$ cat config.mk
export PLATFORM = sky130hd
export DESIGN_NAME = cordic_periph_ctrl
export DESIGN_NICKNAME = d
export VERILOG_FILES = /design/src/rtl/cordic_periph_ctrl.sv
export SDC_FILE = /design/constraint.sdc
export NUM_CORES = 1
export LEC_CHECK = 0
export CORE_MARGIN = 5
export CORE_UTILIZATION = 30
export CTS_BUF_LIST = sky130_fd_sc_hd__clkbuf_2
export DETAILED_ROUTE_END_ITERATION = 8
export SYNTH_ARGS = -nofsm -noshare
export SYNTH_HDL_FRONTEND = slang
export SYNTH_SLANG_ARGS = --single-unit
export TNS_END_PERCENT = 50
$ cat constraint.sdc
create_clock -name clk -period 2 [get_ports clk]
set_input_delay 0.3 -clock clk [delete_from_list [all_inputs] [get_ports clk]]
set_output_delay 0.3 -clock clk [all_outputs]
set_load 0.01 [all_outputs]
$ cat src/rtl/cordic_periph_ctrl.sv
// TinyQV register front end for the CORDIC core: latches an angle, starts the core, captures the result, with a timeout abort.
// Reads return one cycle after the request; an ANGLE write while busy is dropped and flagged as overrun.
module cordic_periph_ctrl #(
  parameter int TIMEOUT_CYCLES = 64
) (
  input  logic        clk,
  input  logic        rst_n,
  input  logic [5:0]  address,
  input  logic [31:0] data_in,
  input  logic [1:0]  data_write_n,
  input  logic [1:0]  data_read_n,
  output logic [31:0] data_out,
  output logic        data_ready,
  output logic        user_interrupt,
  output logic [31:0] core_dataa,
  output logic        core_cos,
  output logic        core_start,
  output logic        core_clk_en,
  output logic        core_reset,
  input  logic        core_done,
  input  logic [31:0] core_result
);

  localparam int CW = $clog2(TIMEOUT_CYCLES + 1);
  localparam logic [CW-1:0] CNT_LAST = CW'(TIMEOUT_CYCLES - 1);

  typedef enum logic [1:0] {IDLE, START, WAIT, ABORT} state_t;

  state_t        state, state_nxt;
  logic [CW-1:0] cnt;
  logic          cos_sel, irq_en, irq_pend, err, ovr, valid;
  logic [31:0]   result;
  logic [31:0]   rd_mux;
  logic          wr_any, wr_word, rd_req;
  logic          angle_wr, ctrl_wr, result_rd, busy;
  logic          launch, capture, timeout;
  logic          unused_bits;

  assign wr_any    = (data_write_n != 2'b11);
  assign wr_word   = (data_write_n == 2'b10);
  assign rd_req    = (data_read_n != 2'b11);
  assign angle_wr  = wr_word && (address[3:2] == 2'd0);
  assign ctrl_wr   = wr_any && (address[3:2] == 2'd1);
  assign result_rd = rd_req && (address[3:2] == 2'd3);
  assign busy      = (state != IDLE);
  assign unused_bits = ^{address[5:4], address[1:0]};

  assign core_clk_en    = rst_n;
  assign core_reset     = !rst_n || (state == ABORT);
  assign user_interrupt = irq_pend & irq_en;

  always_ff @(posedge clk) begin
    if (!rst_n) state <= IDLE;
    else        state <= state_nxt;
  end

  always_comb begin
    state_nxt  = state;
    core_start = 1'b0;
    launch     = 1'b0;
    capture    = 1'b0;
    timeout    = 1'b0;
    unique case (state)
      IDLE: begin
        if (angle_wr) begin
          launch    = 1'b1;
          state_nxt = START;
        end
      end
      START: begin
        core_start = 1'b1;
        state_nxt  = WAIT;
      end
      WAIT: begin
        if (core_done) begin
          capture   = 1'b1;
          state_nxt = IDLE;
        end else if (cnt >= CNT_LAST) begin
          timeout   = 1'b1;
          state_nxt = ABORT;
        end
      end
      ABORT:   state_nxt = IDLE;
      default: state_nxt = IDLE;
    endcase
  end

  // Watchdog counter saturates instead of wrapping.
  always_ff @(posedge clk) begin
    if (!rst_n)                               cnt <= '0;
    else if (state == START)                  cnt <= '0;
    else if (state == WAIT && cnt != {CW{1'b1}}) cnt <= cnt + 1'b1;
  end

  always_comb begin
    rd_mux = 32'd0;
    case (address[3:2])
      2'd0: rd_mux = core_dataa;
      2'd1: rd_mux = {30'd0, irq_en, cos_sel};
      2'd2: rd_mux = {27'd0, ovr, err, irq_pend, valid, busy};
      2'd3: rd_mux = result;
      default: rd_mux = 32'd0;
    endcase
  end

  // Clears are applied before sets so a same-cycle event takes priority.
  always_ff @(posedge clk) begin
    if (!rst_n) begin
      cos_sel    <= 1'b0;
      irq_en     <= 1'b0;
      irq_pend   <= 1'b0;
      err        <= 1'b0;
      ovr        <= 1'b0;
      valid      <= 1'b0;
      result     <= 32'd0;
      core_dataa <= 32'd0;
      core_cos   <= 1'b0;
      data_out   <= 32'd0;
      data_ready <= 1'b0;
    end else begin
      data_ready <= rd_req;
      data_out   <= rd_req ? rd_mux : 32'd0;
      if (ctrl_wr) begin
        cos_sel <= data_in[0];
        irq_en  <= data_in[1];
        if (data_in[2]) begin
          irq_pend <= 1'b0;
          err      <= 1'b0;
          ovr      <= 1'b0;
        end
      end
      if (launch) begin
        core_dataa <= data_in;
        core_cos   <= cos_sel;
      end
      if (angle_wr && busy) ovr <= 1'b1;
      if (result_rd || state == START) valid <= 1'b0;
      if (capture) begin
        result <= core_result;
        valid  <= 1'b1;
        if (irq_en) irq_pend <= 1'b1;
      end
      if (timeout) begin
        err <= 1'b1;
        if (irq_en) irq_pend <= 1'b1;
      end
    end
  end

endmodule

# ---- Word level (Yosys, flattened, before mapping)
# Cells that the tools add are included.
dict set report totals {
  ff_bits 113
  latch_bits 0
  mem_bits_rw 0
  rom_bits 0
  inputBits 77
  out_inout_bits 70
  wordCells 75
  n_memories 0
}
dict set report op_classes {
  add_sub_neg 1
  multipliers 0
  div 0
  order_cmp 1
  n_eq_ne 12
  n_shift 0
  muxes 25
  bitwise_logic 2
  reduce_logical 21
}
# cell n
set ops {}
lappend ops {{$pmux 32 s4} 1}
lappend ops {{$mux 1} 20}
lappend ops {{$reduce_bool 2->1} 6}
lappend ops {{$eq 2x2->1 const B} 5}
lappend ops {{$pmux 2 s4} 1}
lappend ops {{$reduce_and 2->1} 4}
lappend ops {{$add 7x1->7 const B} 1}
lappend ops {{$ge 7x6->1 const B} 1}
lappend ops {{$ne 7x7->1 const B} 1}
lappend ops {{$mux 2} 3}
lappend ops {{$ne 2x2->1 const B} 3}
lappend ops {{$logic_and 1x1->1} 5}
lappend ops {{$eq 2x1->1 const B} 2}
lappend ops {{$logic_not 2->1} 2}
lappend ops {{$ne 3x3->1 const B} 1}
lappend ops {{$logic_or 1x1->1} 2}
lappend ops {{$reduce_or 2->1} 1}
lappend ops {{$and 1x1->1} 1}
lappend ops {{$logic_not 1->1} 1}
lappend ops {{$not 1->1} 1}

# ---- Longest topological paths before layout
# Gate-level depths: netlist (run 1).
dict set report logic_depth {
  ltp_word 7
  depth_mapped 6
  ltp_nobuf 4
}

# ---- Worst setup path before layout (run 1)
# OpenSTA, ideal clock, no wires.
dict set report synth_path {
  path_kind {input -> register}
  start {in address[3]}
  end {reg core_dataa[18]}
  setup_time_ps 132
  arrival_time_ps 1278
  required_time_ps 1868
  setup_slack_ps 590
  cell_stages 5
  n_path_buf 2
  path_cell_list {or4b_1 -> buf_6 -> buf_6 -> o21ai_1 -> a21oi_1}
}
dict set report synth_between {
  elab_chain_cells 4
}
# item line_no
set synth_rtl {}
lappend synth_rtl {{start, declared} 8} ;# input logic [5:0] address,
lappend synth_rtl {{$logic_not 2->1} 42} ;# assign angle_wr = wr_word && (address[3:2] == 2'd0);
lappend synth_rtl {{$logic_and 1x1->1} 42}
lappend synth_rtl {{$mux 1} 65} ;# if (angle_wr) begin
lappend synth_rtl {{$mux 1} 63} ;# unique case (state)
lappend synth_rtl {{end signal, assigned} 133} ;# core_dataa <= data_in;
lappend synth_rtl {{end, declared} 15} ;# output logic [31:0] core_dataa,
# No other way between the ends.
# A chain may end at the register's enable or synchronous reset.

# ---- Worst setup path in the final report (run 1)
dict set report layout_path {
  start {reg data_out[11]}
  end {out data_out[11]}
}
# item line_no
set layout_rtl {}
lappend layout_rtl {{start, declared} 12} ;# output logic [31:0] data_out,
lappend layout_rtl {{start signal, assigned} 122} ;# data_out <= rd_req ? rd_mux : 32'd0;
# No word-level cell between the ends.

==> reports/metrics.yaml, run 1 <==
r2r-end: "cnt[0]"
drive_gt1_share_pct: 14.33
cp_top_family: "buffers and inverters"
clk_path_buf_depth: 2
cp.depth: 1
chipHeight_um: 131.8
grt_max_degree: 40
root_buffer: "clkbuf_2"
syn_inst: 510
finalClockSkew_ps: 14.97
antenna_found_initial: 0
clk_pin_slew_ps: 170
antenna_cells: 0
cts.sinks: 113
endpoint_kind: "output port"
use_met2_pct: 26.38
cp_cell_sequence: "clkdlybuf4s50_1"
yosys.area_share.simple_pct: 18.87
critPathMaxStageDelay_ps: 540
drt-initial-drc-count: 238
holdCritPathClass: "input port to register"
ys_types: 51
muxShareOfSynthArea_pct: 2.250
synthToLayoutAreaGrowth_pct: 46.63
fp-row-count: 44
critPathSlowestCell: "clkdlybuf4s50_1"
fin_util_pct: 44.89
synth-seq-cells: 113
cp-start-kind: "register"
syn_avg_cell_area_um2: 8.724
post_drt_wl_per_cell_um: 16.62
grt_pass1_vias: 4429
reg2reg_depth: 4
cp_data_arrival_time_ps: 1570
finalSetupTns_ps: 0
async_reset_ff_share_pct: 0
wirelength_um: 14190
detail-route-antenna-nets: 0
layout_commonest_cell: "dfxtp_1"
routabilityCongestion: 0.8071
seq_area_frac_synth_pct: 50.84
irDropWorstVdd_mv: 0.2549
syn_area_um2: 4449
slew_headroom_pct: 56.18
cts_tree: "built"
synth_compound_gate_area_share_pct: 20.50
startpoint: "data_out[11]"
grt_overflow: 0
critPathKind: "register to output port"
grt_usage_pct: 16.36
power_density_nw_per_um2: 670.3
synthXorXnorAreaFrac_pct: 0.1969
nets: 735
status: "complete, no violations"
drv_cap: 0
synth_edf_count: 0
grt_busiest_layer: "met2"
worstReg2RegStart: "cnt[0]"
slew_violations: 0
cts_hold_buf: 0
fin_crit_ps: 1865
io_pins: 147
vias_per_cell: 5.009
use_met1_pct: 20.08
grt_pass1_wl_um: 22890
numCtsBuffers: 17
use_met3_pct: 5.802
io_buffers: 142
finalHoldViolations: 0
drcViolationCount: 0
period_share_pct: 93.26
hpwl_um: 9713
synth_nets: 588
clock_latency_ps: 690
cts_htree_levels: 4
synth_fa_ha_area_share_pct: 0.2812
start_util_pct: 30.61
core_area_um2: 14530
via_count: 4278
fillers: 1451
p_total_mw: 4.373
r2r_slack_ps: 400
dr.pass1.iters: 4
synth.yosys.warnings: 0
synth-main-ff-cell: "dfxtp_1"
mostFrequentLayoutCells: "dfxtp_1, clkdlybuf4s50_1, a21oi_1, nand2_1, dlymetal6s2s_1"
fp.dieW_um: 131.8
die-area_um2: 17370
cp_max_fo: 1
critPathCapture: "data_out[11]"
tightest_slew_ps: 656.6
crit_required_ps: 1700
finalSetupViolCount: 0
synth_top_family_by_area: "compound AO/OA/AOI/OAI gates"
path_buf_inv: 1
p_leak_nw: 3.055
max_freq_mhz: 536.1
## registers in the layout (all words and copies together) (netlist names), 2 cells and up
register,flops
data_out,32
result,32
core_dataa,32
state,2
cnt,7
## cells in the mapped netlist, types with 4 or more instances
cell type	count	area share (%)
o21ai_0	6	0.67
nand2b_1	6	0.84
nor2_1	36	3.0
dfxtp_1	113	51
mux2_2	4	1.0
o21ai_1	29	3.3
buf_2	9	1.0
nand2_1	72	6.1
inv_1	6	0.51
a22oi_1	30	5.1
buf_6	10	2.5
a21oi_1	74	8.3
clkbuf_1	21	1.8
nor2b_1	5	0.70
nand3_1	40	4.5
## through the flow
| stage | cells | area [µm²] | worst slack [ps] | hold slack [ps] |
|---|---|---|---|---|
| 2_1_floorplan | 510 | 4449 | 590.0 | 432.9 |
| 3_3_place_gp | 817 | 6117 | 85.83 | 441.2 |
| 3_5_place_dp | 817 | 6117 | 34.10 | 448.2 |
| 4_1_cts | 852 | 6409 | 0.1461 | 45.43 |
| 5_1_grt | 854 | 6524 | -0.7117 | 29.97 |
| 6_report | 854 | 6524 | 134.8 | 139.2 |
## report_power, final
| part | internal [mW] | switching, mW | leakage, nW |
|---|---|---|---|
| Sequential | 2.28 | 0.0165 | 0.923 |
| Combinational | 0.224 | 0.189 | 1.97 |
| Clock | 0.812 | 0.855 | 0.158 |
| Total | 3.31 | 1.06 | 3.06 |
## layer usage
metal | vias to the layer above | wire (µm) | share of wire [%]
met3 | 20 | 857 | 6.0
met1 | 2015 | 6261 | 44
met2 | 151 | 6779 | 48
met5 | - | 0 | 0
li1 | 2092 | - | -
met4 | 0 | 294 | 2.1
## worst reg2reg max path, cell delays in order (launching register included)
cell     delay [ps]
dfxtp_1         420
ha_1            290
and2_0          270
and3_1          250
o32ai_1         290
## timing repair
| action | CTS | global route |
|---|---|---|
| gates resized for setup | 41 | 44 |
| endpoints found under the setup margin | 33 | 42 |
| buffers inserted | 3 | 2 |
## worst min-delay path by stage
stage	from	endpoint	slack [ps]	depth (start not counted)
detailed placement	result[27]	result[27]	450	2
CTS	core_result[3]	result[3]	50	3
global route	core_result[24]	result[24]	30	3
global placement	result[27]	result[27]	440	2
finish	core_result[3]	result[3]	140	3
floorplan	result[2]	result[2]	430	2
## kinds of logic (layout without fill, tap and decap cells)
group / Yosys count / after routing
AOI/OAI and AO/OA: 156 / 156
buffers and inverters: 52 / 212
xor gates and xnor gates: 1 / 1
muxes: 7 / 7
and+or+nand+nor: 180 / 180
adders and majority gates: 1 / 1
DFF: 113 / 113
## final cells by class
type	count	area, µm²	area share, %
sequential	113	2293	35.16
multi-input combinational	345	1878	28.79
timing repair buffer	174	1837	28.15
tap	184	230.2	3.529
clock inverter	13	167.7	2.570
clock buffer	19	95.09	1.458
inverter	6	22.52	0.3452
Note: power is estimated with default switching activity, not from simulation.
==> run 2: changes to the inputs <==
- CAP_MARGIN: not set -> 20
- CORE_ASPECT_RATIO: not set -> 0.75
==> run 2 against run 1 <==
Net effect: non-clock buffer count decreased by 5; sequential cell count unchanged; global-route usage increased by 0.32 points; clock power is 16% lower; hold slack better by 50 ps; clock-buffer cell count fell by 2; largest cell class unchanged.
==> reports/metrics.yaml, run 2 (synthesis results as in run 1) <==
finalSetupTns_ps: 0  # unchanged
hpwl_um: 9969  # +2.6%
tightest_slew_ps: 416.3  # -240.2 ps
root_buffer: "clkbuf_2"
cts_htree_levels: 4  # unchanged
endpoint_kind: "output port"
nets: 730  # -0.68%
path_buf_inv: 1  # unchanged
detail-route-antenna-nets: 0  # unchanged
hold_slack_ps: 189.4  # +50.17 ps
layout_commonest_cell: "clkdlybuf4s50_1"
p_leak_nw: 2.380  # -22%
irDropWorstVdd_mv: 0.2892  # +13%
io_buffers: 142  # unchanged
fp-row-count: 38  # -14%
layout.cells.non_filler: 865  # +1.3%
start_util_pct: 30.68  # +0.069 points
crit_required_ps: 1700  # about the same
dr.pass1.iters: 5  # +1
power_density_nw_per_um2: 645.8  # -3.7%
fillers: 1441  # -0.69%
cp_data_arrival_time_ps: 1580  # about the same
hold_depth: 3  # unchanged
whs_endpoint: "result[6]"
clk_pin_slew_ps: 170  # about the same
drv_cap: 0  # unchanged
reg_top3: "core_dataa (32), data_out (32), result (32)"
worstReg2RegStart: "state[0]"
finalHoldViolations: 0  # unchanged
status: "complete, no violations"
r2r-end: "core_dataa[17]"
wirelength_um: 14540  # +2.5%
via_count: 4281  # +0.070%
period_share_pct: 94.03  # +0.77 points
r2r_slack_ps: 310  # -90 ps
critPathMaxStageDelay_ps: 560  # +20 ps
dp.cells: 830  # +1.6%
cp-start-kind: "register"
max_freq_mhz: 531.8  # -0.82%
routabilityCongestion: 0.8216  # +1.8%
holdCritPathClass: "input port to register"
reg2reg_depth: 6  # +2
clock_latency_ps: 640  # -50 ps
grt_pass1_vias: 4221  # -4.7%
startpoint: "core_dataa[12]"
grt_max_degree: 51  # +28%
clk_path_buf_depth: 2  # unchanged
slew_headroom_pct: 72.24  # +16 points
slew_violations: 0  # unchanged
synthToLayoutAreaGrowth_pct: 42.97
cts_tree: "built"
mostFrequentLayoutCells: "clkdlybuf4s50_1, dfxtp_1, a21oi_1, nand2_1, nand3_1"
fin_util_pct: 43.87  # -1.0 points
cp_top_family: "buffers and inverters"
cp_max_fo: 3  # +2
numCtsBuffers: 17  # unchanged
finalClockSkew_ps: 26.60  # +11.64 ps
min_from: "core_result[6]"
chipHeight_um: 115.5  # -12%
drcViolationCount: 0  # unchanged
drive_gt1_share_pct: 14.01  # -0.32 points
critPathSlowestCell: "clkdlybuf4s50_1"
cts.sinks: 113  # unchanged
cp_cell_sequence: "clkdlybuf4s50_1"
die-area_um2: 17390  # +0.15%
rsz0062_at_grt: "false"
core_area_um2: 14500  # -0.22%
grt_overflow: 0  # unchanged
fp.dieW_um: 150.6  # +14%
vias_per_cell: 4.949  # -1.2%
post_drt_wl_per_cell_um: 16.81  # +1.2%
grt_usage_pct: 16.68  # +0.32 points
io_pins: 147  # unchanged
antenna_found_initial: 1  # +1
fin_crit_ps: 1881  # +15.33 ps
drt-initial-drc-count: 296  # +24%
finalSetupViolCount: 0  # unchanged
critPathKind: "register to output port"
grt_pass1_wl_um: 22670  # -1.0%
-- run 2: cell types whose count changed in the layout (fill, tap and decap cells not counted), moves of 2 or more --
cell             change
clkdlybuf4s50_1     +45
dlymetal6s2s_1      -29
dlygate4sd2_1       -15
buf_12               -5
dfxtp_1              -4
dfxtp_2              +4
clkbuf_2             -3
bufinv_16            -2
-- run 2: per-stage QoR --
stage / power, mW / cell area [µm²] / setup WS (ps)
2_1_floorplan: 2.495 / 4449 / 590.0
3_3_place_gp: 2.749 / 6052 / 96.21
5_1_grt: 4.299 / 6361 / 0.2587
4_1_cts: 4.161 / 6291 / 15.02
6_report: 4.108 / 6361 / 119.5
3_5_place_dp: 2.751 / 6052 / 73.19
-- run 2: layout make-up --
| class | instances | area [µm²] | share of cell area [%] |
|---|---|---|---|
| inverter | 6 | 22.52 | 0.3541 |
| clock buffer | 17 | 85.08 | 1.338 |
| multi-input combinational | 345 | 1891 | 29.72 |
| sequential | 113 | 2298 | 36.13 |
| timing repair buffer | 169 | 1688 | 26.53 |
| tap | 200 | 250.2 | 3.934 |
| clock inverter | 14 | 123.9 | 1.947 |
| antenna | 1 | 2.502 | 0.03934 |
-- run 2: per-layer routing --
metal	vias up	global-route usage [%]	part of all wire (%)	wire (µm)
li1	2078	-	-	-
met1	1971	23.06	46	6628
met2	215	25.23	43	6268
met3	17	5.317	9.8	1429
met4	0	4.710	1.5	216
met5	-	0	0	0
-- run 2: worst max path at each step --
| stage | depth (start not counted) | slack [ps] | end |
|---|---|---|---|
| floorplan | 5 | 590 | core_dataa[18] |
| global placement | 5 | 100 | core_dataa[1] |
| detailed placement | 5 | 70 | core_dataa[0] |
| CTS | 1 | 20 | core_dataa[2] |
| global route | 1 | 0.3 | core_dataa[12] |
| finish | 1 | 120 | core_dataa[12] |
-- run 2: where the power goes --
| part | internal (mW) | switching [mW] | leakage (nW) |
|---|---|---|---|
| Combinational | 0.219 | 0.191 | 1.33 |
| Sequential | 2.28 | 0.0175 | 0.925 |
| Clock | 0.536 | 0.868 | 0.127 |
-- run 2: timing repair --
action / 4_1_cts / 5_1_grt
hold buffers: 0 / 0
cloned: 0 / 0
setup endpoints to repair: 4 / 32
resized for setup: 10 / 34
buffers inserted: 3 / 0
-- run 2: tightest hold or removal path, cell delays in order --
cell and delay, ps:
clkdlybuf4s50_1 390, nand2_1 60, a21oi_1 50
==> run 3: changes to the inputs <==
- GPL_TIMING_DRIVEN: not set -> 0
==> run 3 against run 2 <==
Net effect: routed wire length is 6.0% higher; final cell count increased by 2.8%; die area stayed put; global-route usage rose by 1.1 points; final area is 2.6% higher; via count rose by 3.2%; clock-buffer cell count grew 2; critical path depth stayed put; sequential power barely moved; worst setup slack worse by 37 ps; critical path type unchanged.
==> reports/metrics.yaml, run 3 (synthesis results as in run 1) <==
via_count: 4416  # +3.2%
nets: 753  # +3.2%
fin_crit_ps: 1917  # +36.61 ps
fp.dieW_um: 150.6  # unchanged
drv_cap: 0  # unchanged
hold_slack_ps: 141.2  # -48.18 ps
hpwl_um: 11240  # +13%
whs_endpoint: "result[14]"
finalClockSkew_ps: 49.51  # +22.91 ps
critPathKind: "register to output port"
routabilityCongestion: 0.8385  # +2.1%
critPathSlowestCell: "clkdlybuf4s50_1"
dpl_cell_area_um2: 6111  # +0.97%
detail-route-antenna-nets: 0  # unchanged
endpoint_kind: "output port"
worstReg2RegStart: "state[0]"
grt_usage_pct: 17.80  # +1.1 points
clock_latency_ps: 690  # +50 ps
wirelength_um: 15410  # +6.0%
synthToLayoutAreaGrowth_pct: 46.71
cp_top_family: "buffers and inverters"
grt_pass1_vias: 4455  # +5.5%
finalSetupViolCount: 0  # unchanged
mostFrequentLayoutCells: "clkdlybuf4s50_1, dfxtp_1, a21oi_1, nand2_1, nand3_1"
tightest_slew_ps: 627.2  # +210.8 ps
fp-row-count: 38  # unchanged
slew_violations: 0  # unchanged
fin_util_pct: 45.01  # +1.1 points
drcViolationCount: 0  # unchanged
status: "complete, no violations"
period_share_pct: 95.86  # +1.8 points
hold_depth: 3  # unchanged
max_freq_mhz: 521.6  # -1.9%
grt_pass1_wl_um: 23750  # +4.8%
holdCritPathClass: "input port to register"
reg2reg_depth: 6  # unchanged
core_area_um2: 14500  # unchanged
layout_commonest_cell: "clkdlybuf4s50_1"
die-area_um2: 17390  # unchanged
r2r-end: "result[13]"
chipHeight_um: 115.5  # unchanged
p_leak_nw: 2.362  # -0.73%
drive_gt1_share_pct: 13.37  # -0.63 points
rsz0062_at_grt: "false"
antenna_found_initial: 1  # unchanged
path_buf_inv: 1  # unchanged
grt_overflow: 0  # unchanged
r2r_slack_ps: 170  # -140 ps
root_buffer: "clkbuf_2"
cp_data_arrival_time_ps: 1620  # +40 ps
io_pins: 147  # unchanged
post_drt_wl_per_cell_um: 17.34  # +3.1%
io_buffers: 141  # -0.70%
cp-start-kind: "register"
clk_pin_slew_ps: 190  # +20 ps
cp_max_fo: 3  # unchanged
finalHoldViolations: 0  # unchanged
start_util_pct: 30.68  # unchanged
cp_cell_sequence: "clkdlybuf4s50_1"
reg_top3: "core_dataa (32), data_out (32), result (32)"
vias_per_cell: 4.967  # +0.37%
final_area_um2: 6528  # +2.6%
cts_htree_levels: 4  # unchanged
dr.pass1.iters: 6  # +1
critPathMaxStageDelay_ps: 550  # about the same
slew_headroom_pct: 58.01  # -14 points
cts.sinks: 113  # unchanged
clk_path_buf_depth: 2  # unchanged
drt-initial-drc-count: 332  # +12%
cts_tree: "built"
power_density_nw_per_um2: 718.1  # +11%
crit_required_ps: 1700  # about the same
grt_max_degree: 17  # -67%
irDropWorstVdd_mv: 0.3859  # +33%
min_from: "core_result[14]"
numCtsBuffers: 17  # unchanged
[run 3: report_power, final]
| part | switching (mW) | internal (mW) | total (mW) |
|---|---|---|---|
| Combinational | 0.200 | 0.218 | 0.418 |
| Clock | 0.907 | 1.07 | 1.97 |
| Sequential | 0.0181 | 2.28 | 2.30 |
[run 3: worst max path at each step]
stage                    from              to  depth (start not counted)
3_5_place_dp        core_done      result[13]                          6
5_1_grt         core_dataa[9]   core_dataa[9]                          1
4_1_cts        core_dataa[14]  core_dataa[14]                          1
2_1_floorplan      address[3]  core_dataa[18]                          5
6_report        core_dataa[1]   core_dataa[1]                          1
3_3_place_gp        core_done      result[16]                          6
[run 3: cell type report]
cell class	count	area, µm²
Antenna cell	1	2.502
Buffer	46	307.8
Clock buffer	19	95.09
Clock inverter	13	215.2
Fill cell	1427	7974
Inverter	6	22.52
Multi-Input combinational cell	345	1881
Sequential cell	113	2295
Tap cell	200	250.2
Timing Repair Buffer	146	1459
[run 3: routing by layer]
layer  track usage [%]  share of wire, %  vias up  routed length, µm
met5                 0                 0        -                  0
met1             25.12                47     2056               7319
met4             5.072               1.5        0                228
met2             26.66                43      215               6591
li1                  -                 -     2121                  -
met3             5.160               8.3       24               1272
[run 3: what timing repair did]
action                     CTS  global route
hold endpoints to repair     6             0
gates resized for setup     18            29
setup endpoints to repair    6            28
setup buffers                4             0
hold buffers                 1             0
[run 3: through the flow]
stage	setup TNS (ps)	power (mW)	setup slack (ps)	std cells
4_1_cts	0	4.709	3.619	888
3_5_place_dp	-4548	2.755	-248.7	851
3_3_place_gp	-1759	2.752	-121.3	851
5_1_grt	0	4.848	3.385	889
2_1_floorplan	0	2.495	590.0	510
6_report	0	4.687	82.88	889
